**src/rtl/serial_adder_pkg.sv**
```systemverilog
// serial_adder_pkg: types and defaults shared by the bit-serial adder.
//   state_t   - controller states (IDLE -> ADD -> DONE -> IDLE)
//   DEF_WIDTH - default operand/sum width
package serial_adder_pkg;

  localparam int DEF_WIDTH = 8;

  typedef enum logic [1:0] {
    IDLE = 2'd0,
    ADD  = 2'd1,
    DONE = 2'd2
  } state_t;

endpackage

```
**src/rtl/serial_adder_if.sv**
```systemverilog
// serial_adder_if: request/result bundle of the bit-serial adder.
//   start, a, b         - request side, driven by the master
//   busy, done, sum,    - status/result side, driven by the slave (adder)
//   carry
interface serial_adder_if
  import serial_adder_pkg::*;
#(
  parameter int WIDTH = DEF_WIDTH
);
  logic             start;
  logic [WIDTH-1:0] a;
  logic [WIDTH-1:0] b;
  logic             busy;
  logic             done;
  logic [WIDTH-1:0] sum;
  logic             carry;

  modport master (output start, a, b, input busy, done, sum, carry);
  modport slave  (input start, a, b, output busy, done, sum, carry);
endinterface

```
**src/rtl/full_adder.sv**
```systemverilog
// full_adder: one-bit full adder from two half adders and an OR.
//   a, b, cin -> sum, cout
module full_adder (
  input  logic a,
  input  logic b,
  input  logic cin,
  output logic sum,
  output logic cout
);
  logic s1, c1, c2;

  half_adder u_ha0 (.a(a),  .b(b),   .sum(s1),  .cout(c1));
  half_adder u_ha1 (.a(s1), .b(cin), .sum(sum), .cout(c2));

  // Both half-adder carries can never be high together, so OR suffices.
  assign cout = c1 | c2;
endmodule

```
**src/rtl/half_adder.sv**
```systemverilog
// half_adder: one-bit half adder.
//   a, b -> sum (a^b), cout (a&b)
module half_adder (
  input  logic a,
  input  logic b,
  output logic sum,
  output logic cout
);
  assign sum  = a ^ b;
  assign cout = a & b;
endmodule

```
**src/rtl/serial_adder.sv**
```systemverilog
// serial_adder: bit-serial WIDTH-bit unsigned adder, LSB first, one bit
// per clock through a single full-adder cell plus a carry flip-flop.
//   clk, rst   - clock, asynchronous active-high reset
//   bus.start  - begin an addition (sampled in IDLE only)
//   bus.a/b    - operands, captured on the accepted start
//   bus.busy   - high during the WIDTH ADD cycles
//   bus.done   - one-cycle pulse; sum/carry valid from this cycle
//   bus.sum    - a+b mod 2^WIDTH, updated only on the edge into DONE
//   bus.carry  - carry-out of the MSB
module serial_adder
  import serial_adder_pkg::*;
#(
  parameter int WIDTH = DEF_WIDTH
) (
  input  logic           clk,
  input  logic           rst,
  serial_adder_if.slave  bus
);
  localparam int CW = $clog2(WIDTH);

  state_t           state;
  logic [WIDTH-1:0] sa, sb, ps;
  logic             cy;
  logic [CW-1:0]    cnt;
  logic             busy_q, done_q, carry_q;
  logic [WIDTH-1:0] sum_q;

  logic             fa_s, fa_c;
  logic [WIDTH-1:0] ps_next;

  full_adder u_fa (
    .a    (sa[0]),
    .b    (sb[0]),
    .cin  (cy),
    .sum  (fa_s),
    .cout (fa_c)
  );

  // New bit enters at the MSB so after WIDTH shifts bit 0 sits at the LSB.
  assign ps_next = {fa_s, ps[WIDTH-1:1]};

  always_ff @(posedge clk or posedge rst) begin
    if (rst) begin
      state   <= IDLE;
      sa      <= '0;
      sb      <= '0;
      ps      <= '0;
      cy      <= 1'b0;
      cnt     <= '0;
      busy_q  <= 1'b0;
      done_q  <= 1'b0;
      sum_q   <= '0;
      carry_q <= 1'b0;
    end else begin
      case (state)
        IDLE: begin
          done_q <= 1'b0;
          if (bus.start) begin
            sa     <= bus.a;
            sb     <= bus.b;
            cy     <= 1'b0;
            cnt    <= '0;
            busy_q <= 1'b1;
            state  <= ADD;
          end
        end
        ADD: begin
          ps  <= ps_next;
          sa  <= sa >> 1;
          sb  <= sb >> 1;
          cy  <= fa_c;
          cnt <= cnt + CW'(1);
          if (cnt == CW'(WIDTH - 1)) begin
            // Last bit: publish the full result in one step, never partials.
            sum_q   <= ps_next;
            carry_q <= fa_c;
            busy_q  <= 1'b0;
            done_q  <= 1'b1;
            state   <= DONE;
          end
        end
        DONE: begin
          // start is deliberately not looked at here.
          done_q <= 1'b0;
          state  <= IDLE;
        end
        default: begin
          busy_q <= 1'b0;
          done_q <= 1'b0;
          state  <= IDLE;
        end
      endcase
    end
  end

  assign bus.busy  = busy_q;
  assign bus.done  = done_q;
  assign bus.sum   = sum_q;
  assign bus.carry = carry_q;
endmodule
```
**src/flat_wrapper.sv**
```systemverilog
// flat-port wrapper written by rule: the top's interface ports become plain ports
module serial_adder_flat import serial_adder_pkg::*;
#(
  parameter int WIDTH = DEF_WIDTH
)
  (clk, rst, bus_start, bus_a, bus_b, bus_busy, bus_done, bus_sum, bus_carry);
  serial_adder_if #(.WIDTH(WIDTH)) bus_i ();
  input  logic clk;
  input  logic rst;
  input wire logic [$bits(bus_i.start)-1:0] bus_start;
  input wire logic [$bits(bus_i.a)-1:0] bus_a;
  input wire logic [$bits(bus_i.b)-1:0] bus_b;
  output wire logic [$bits(bus_i.busy)-1:0] bus_busy;
  output wire logic [$bits(bus_i.done)-1:0] bus_done;
  output wire logic [$bits(bus_i.sum)-1:0] bus_sum;
  output wire logic [$bits(bus_i.carry)-1:0] bus_carry;
  assign bus_i.start = bus_start;
  assign bus_i.a = bus_a;
  assign bus_i.b = bus_b;
  assign bus_busy = bus_i.busy;
  assign bus_done = bus_i.done;
  assign bus_sum = bus_i.sum;
  assign bus_carry = bus_i.carry;
  serial_adder #(.WIDTH(WIDTH)) u_core (.clk(clk), .rst(rst), .bus(bus_i));
endmodule
```
**config.mk**
```make
export PLATFORM = sky130hd
export DESIGN_NAME = serial_adder_flat
export DESIGN_NICKNAME = d
export VERILOG_FILES = /design/src/rtl/serial_adder_pkg.sv /design/src/rtl/serial_adder_if.sv /design/src/rtl/full_adder.sv /design/src/rtl/half_adder.sv /design/src/rtl/serial_adder.sv /design/src/flat_wrapper.sv
export SDC_FILE = /design/constraint.sdc
export NUM_CORES = 1
export LEC_CHECK = 0
export CAP_MARGIN = 20
export CORE_AREA = 5 5 97 63
export CTS_BUF_LIST = sky130_fd_sc_hd__clkbuf_8 sky130_fd_sc_hd__clkbuf_16
export CTS_CLUSTER_SIZE = 16
export DETAILED_ROUTE_END_ITERATION = 16
export DIE_AREA = 0 0 102 68
export DONT_BUFFER_PORTS = 1
export SETUP_SLACK_MARGIN = 0.3
export SLEW_MARGIN = 40
export SYNTH_ARGS = -nofsm -noshare
export SYNTH_HDL_FRONTEND = slang
export SYNTH_SLANG_ARGS = --single-unit
```
**constraint.sdc**
```tcl
create_clock -name clk -period 1.5 [get_ports clk]
set_clock_uncertainty 0.1 [all_clocks]
set_input_delay 0.075 -clock clk [delete_from_list [all_inputs] [get_ports clk]]
set_output_delay 0.075 -clock clk [all_outputs]
set_load 0.05 [all_outputs]
```
==> results by stage <==
Synth:
- The synthesized design devotes to its leading area cell type between 50% and 60% of total area.
- Summed over all instances, the cell type with the most area after synthesis is dfrtp_1.
- When the netlist entered floorplanning its net count stood at around 180.
- The synthesized design contains 40 register bits.
- Summing every instance area after synthesis gives ~0.0017 sq mm.
- In this run the mean area of a mapped cell was 10.75 sq um.
- By area the synthesized netlist is led by dfrtp_1 (59%), o22ai_1 (6.6%), mux2_2 (5.9%).
- The number of standard cells after synthesis is between 150 and 200.
- The count of synthesis-stage warnings from yosys is 0.
- Sequential cells were found to cover around 59% of the synthesized design area.
- The count of different cell masters after synthesis is 25.

Drt:
- The number of antenna-violating nets in the routed design is 0.
- The average detailed-routed wire length per instance is ~16 um.
- The routed wire length is 4597 um.
- The vias per cell is about 5.0.
- For this run, design rule violations remaining after detail routing come to 0.
- Across all layers, the routed design uses between 1000 and 1500 vias.
- The starting DRC count in detailed routing is 39.
- For this run, the detailed router's first-pass iteration total came to 4.

Layout:
- The summed area of non-filler cells in the final layout is roughly 0.0028 sq mm.
- The total number of nets in the final design is between 200 and 250.
- The multi-input combinational cell area is 0.001026 sq mm.
- In the layout the commonest cells are dfrtp_1 (39), buf_4 (23), nand2_1 (18), dlygate4sd3_1 (15), buf_6 (13).
- The layout filler cell count is 443.
- Relative to the synthesized area, the layout overhead comes to 65.01%.
- The total area of sequential cells is 0.001002 sq mm.
- Of the cells placed in the final design, the portion with a size suffix greater than 1 is a little over half.
- The library cell used most frequently in the layout, excluding fill and tap cells, is dfrtp_1.
- The antenna diode count is 0.

Floorplanning:
- The area of the placeable core is between 0.005 and 0.006 sq mm.
- Measured along the y axis, the die boundary spans a little under 70 um.
- During I/O placement, the number of pins put on the boundary was 30.
- Measured along the x axis, the die boundary spans just over 100 um.
- The row count is 21.
- The area of the die is approximately 0.0069 sq mm.
- The effective utilization at floorplan is 32.69%.

Worst setup path:
- The worst setup path is launched from a register.
- Traced cell by cell, the critical path runs through ha_2 > ha_4 > nand2_8 > mux2_4.
- In this design, the stage delay of the slowest critical-path cell is roughly 400 ps.
- The critical path data required time is ~1600 ps.
- The maximum fanout count along the critical path is 5.
- The element type at the critical path end is a register.
- The worst-path cell with the longest stage delay is dfrtp_1.
- The type of the worst setup path is reg -> reg.
- The critical path data arrival time is 1510 ps.

CTS:
- In this run the number of H-tree levels came out at 2.
- The tree is rooted in a clkbuf_8.
- Counting the buffers created by CTS gives 5.
- In this run the deepest clock path goes through 2 buffers.
- The post-CTS clock slew at the launch and capture registers of the worst setup and hold paths is ~80 ps.
- TritonCTS built the clock tree.
- The number of clock sinks is 40.
- The later pin in the worst-skew pair is clocked with a latency of approximately 290 ps.

Timing:
- The number of max-slew violations in the final report is 0.
- The worst pin sits at a relative slew slack of roughly two thirds.
- The final period demand of the worst path is roughly 1400 ps.
- Setup repair after global routing could not meet its margin everywhere.
- The highest clock frequency the design can meet is ~700 MHz.
- At the pin with the least slew margin, the transition time is just over 500 ps.
- Setup violations remaining at the end of the flow were counted as 0.
- The final hold violation count is 17.
- Hold timing on the final database bottoms out at a slack of -160.0 ps.
- The final critical path takes up a little over nine tenths of the cycle.
- In the final timing run, aggregate negative setup slack is 0 ps.

Placed design:
- The half-perimeter wire length of the detailed placement result is 2558 um.
- Routability-driven placement finished with a final weighted congestion of about 0.75.
- In this run the tool buffered the top-level ports with 0 buffer cells.
- In this run the cell area measured after placement is ~0.0020 sq mm.

Pwr:
- The peak ir drop on the vdd network is 0.001014 V.
- The power density relative to cell area is around 2300 mW/mm^2.
- The analysis attributes to cell leakage a power of around 1.2 nW.

Global routing:
- Summed over all layers, the global routing overflow is 0.
- The first global-routing pass estimated approximately 7300 um of wire.
- The overall fraction of global-route tracks in use is between 10% and 20%.
- The initial antenna violation count is 0.
- Entering global routing, the biggest net connects 41 pins.
- The number of global-route vias before repair is approximately 1500.

Hold path:
- The type of the tightest min-delay check is in -> reg.

Status:
- The flow ran to the end, but the final reports show violations.
- The final reports fail on hold timing.

Run:
- The max-capacitance violation count is 0.
[metal layers]
metal	vias up	wire length [um]	global-route usage, %
li1	678	-	-
met2	32	2189	22.25
met4	0	30	3.764
met3	4	229	4.582
met1	722	2147	17.75
met5	-	0	0
[cells by family after synthesis]
logic type,after synthesis,share of synthesized area [%]
AOI/OAI and AO/OA,47,16.91
and+or+nand+nor,45,11.86
DFF,40,58.57
buffers and inverters,15,4.100
muxes,9,5.930
adders and majority gates,3,2.635
[what timing repair did]
item / 4_1_cts / 5_1_grt
pin swaps: 18 / 17
endpoints found under the setup margin: 36 / 40
hold buffers: 12 / 3
endpoints found under the hold margin: 57 / 17
setup buffers: 12 / 6
cloned: 5 / 1
resized for setup: 42 / 52
[report_power, final]
part | switching (W) | internal (W)
clock network | 0.000401 | 0.000493
registers | 0.000480 | 0.00158
logic | 0.00170 | 0.00170
[worst paths after layout]
check / start / endpoint / slack (ps) / cells past startpoint
min in group asynchronous: rst / u_core.bus.sum[4] / 250 / 3
hold / removal: bus_start / u_core.state[0] / -160 / 2
setup / recovery: u_core.cnt[0] / u_core.bus.carry / 70 / 4
max in group asynchronous: rst / u_core.state[0] / 670 / 3
setup reg to reg: u_core.cnt[0] / u_core.bus.carry / 70 / 4
hold reg to reg: u_core.ps[1] / u_core.ps[1] / 390 / 2
[state kept, by name (all words and copies together), names as in the netlist]
| signal | flops |
|---|---|
| u_core.cy | 1 |
| u_core.bus.carry | 1 |
| u_core.sb | 8 |
| u_core.bus.done | 1 |
| u_core.state | 2 |
| u_core.bus.busy | 1 |
| u_core.bus.sum | 8 |
| u_core.cnt | 3 |
| u_core.ps | 7 |
| u_core.sa | 8 |
[synth_stat cells]
cell	count
inv_2	1
nor2b_1	2
a21oi_1	13
or3b_2	1
buf_2	8
a211oi_1	2
nor2_1	6
nor3b_1	2
nand2_2	1
nand2b_1	2
dfrtp_1	40
o22a_1	2
o21ai_0	7
o21bai_1	1
ha_1	2
a22o_1	3
o21ba_2	1
buf_4	1
nand2_1	26
nor3_1	4
o22ai_1	18
mux2_2	9
fa_1	1
and2b_1	1
inv_1	5
[final cells by class]
class                           count  share of cell area [%]
Clock buffer                        5                   2.440
Clock inverter                      3                   1.508
Inverter                            6                   1.242
Multi-Input combinational cell    106                   36.38
Sequential cell                    40                   35.54
Tap cell                           69                   3.061
Timing Repair Buffer               56                   19.83
[critical path: cells and delay by family (launching register included)]
kind                       cells  cell delay (ps)
muxes                          1              300
DFF                            1              400
and+or+nand+nor                1              110
adders and majority gates      2              400
[through the flow]
step                instances  power [W]  hold WS (ps)  setup WS, ps  util (%)
floorplan                 159   0.003528         111.0         131.2         -
global placement          238   0.004072         27.11         62.07     37.64
detailed placement        238   0.004145         41.27         56.44     37.64
CTS                       275   0.005655        -166.5         83.72     47.86
global route              285   0.006766        -143.2         51.22     53.94
finish                    285   0.006356        -160.0         74.92     53.94
No activity file was read; power rests on OpenSTA's default activity.
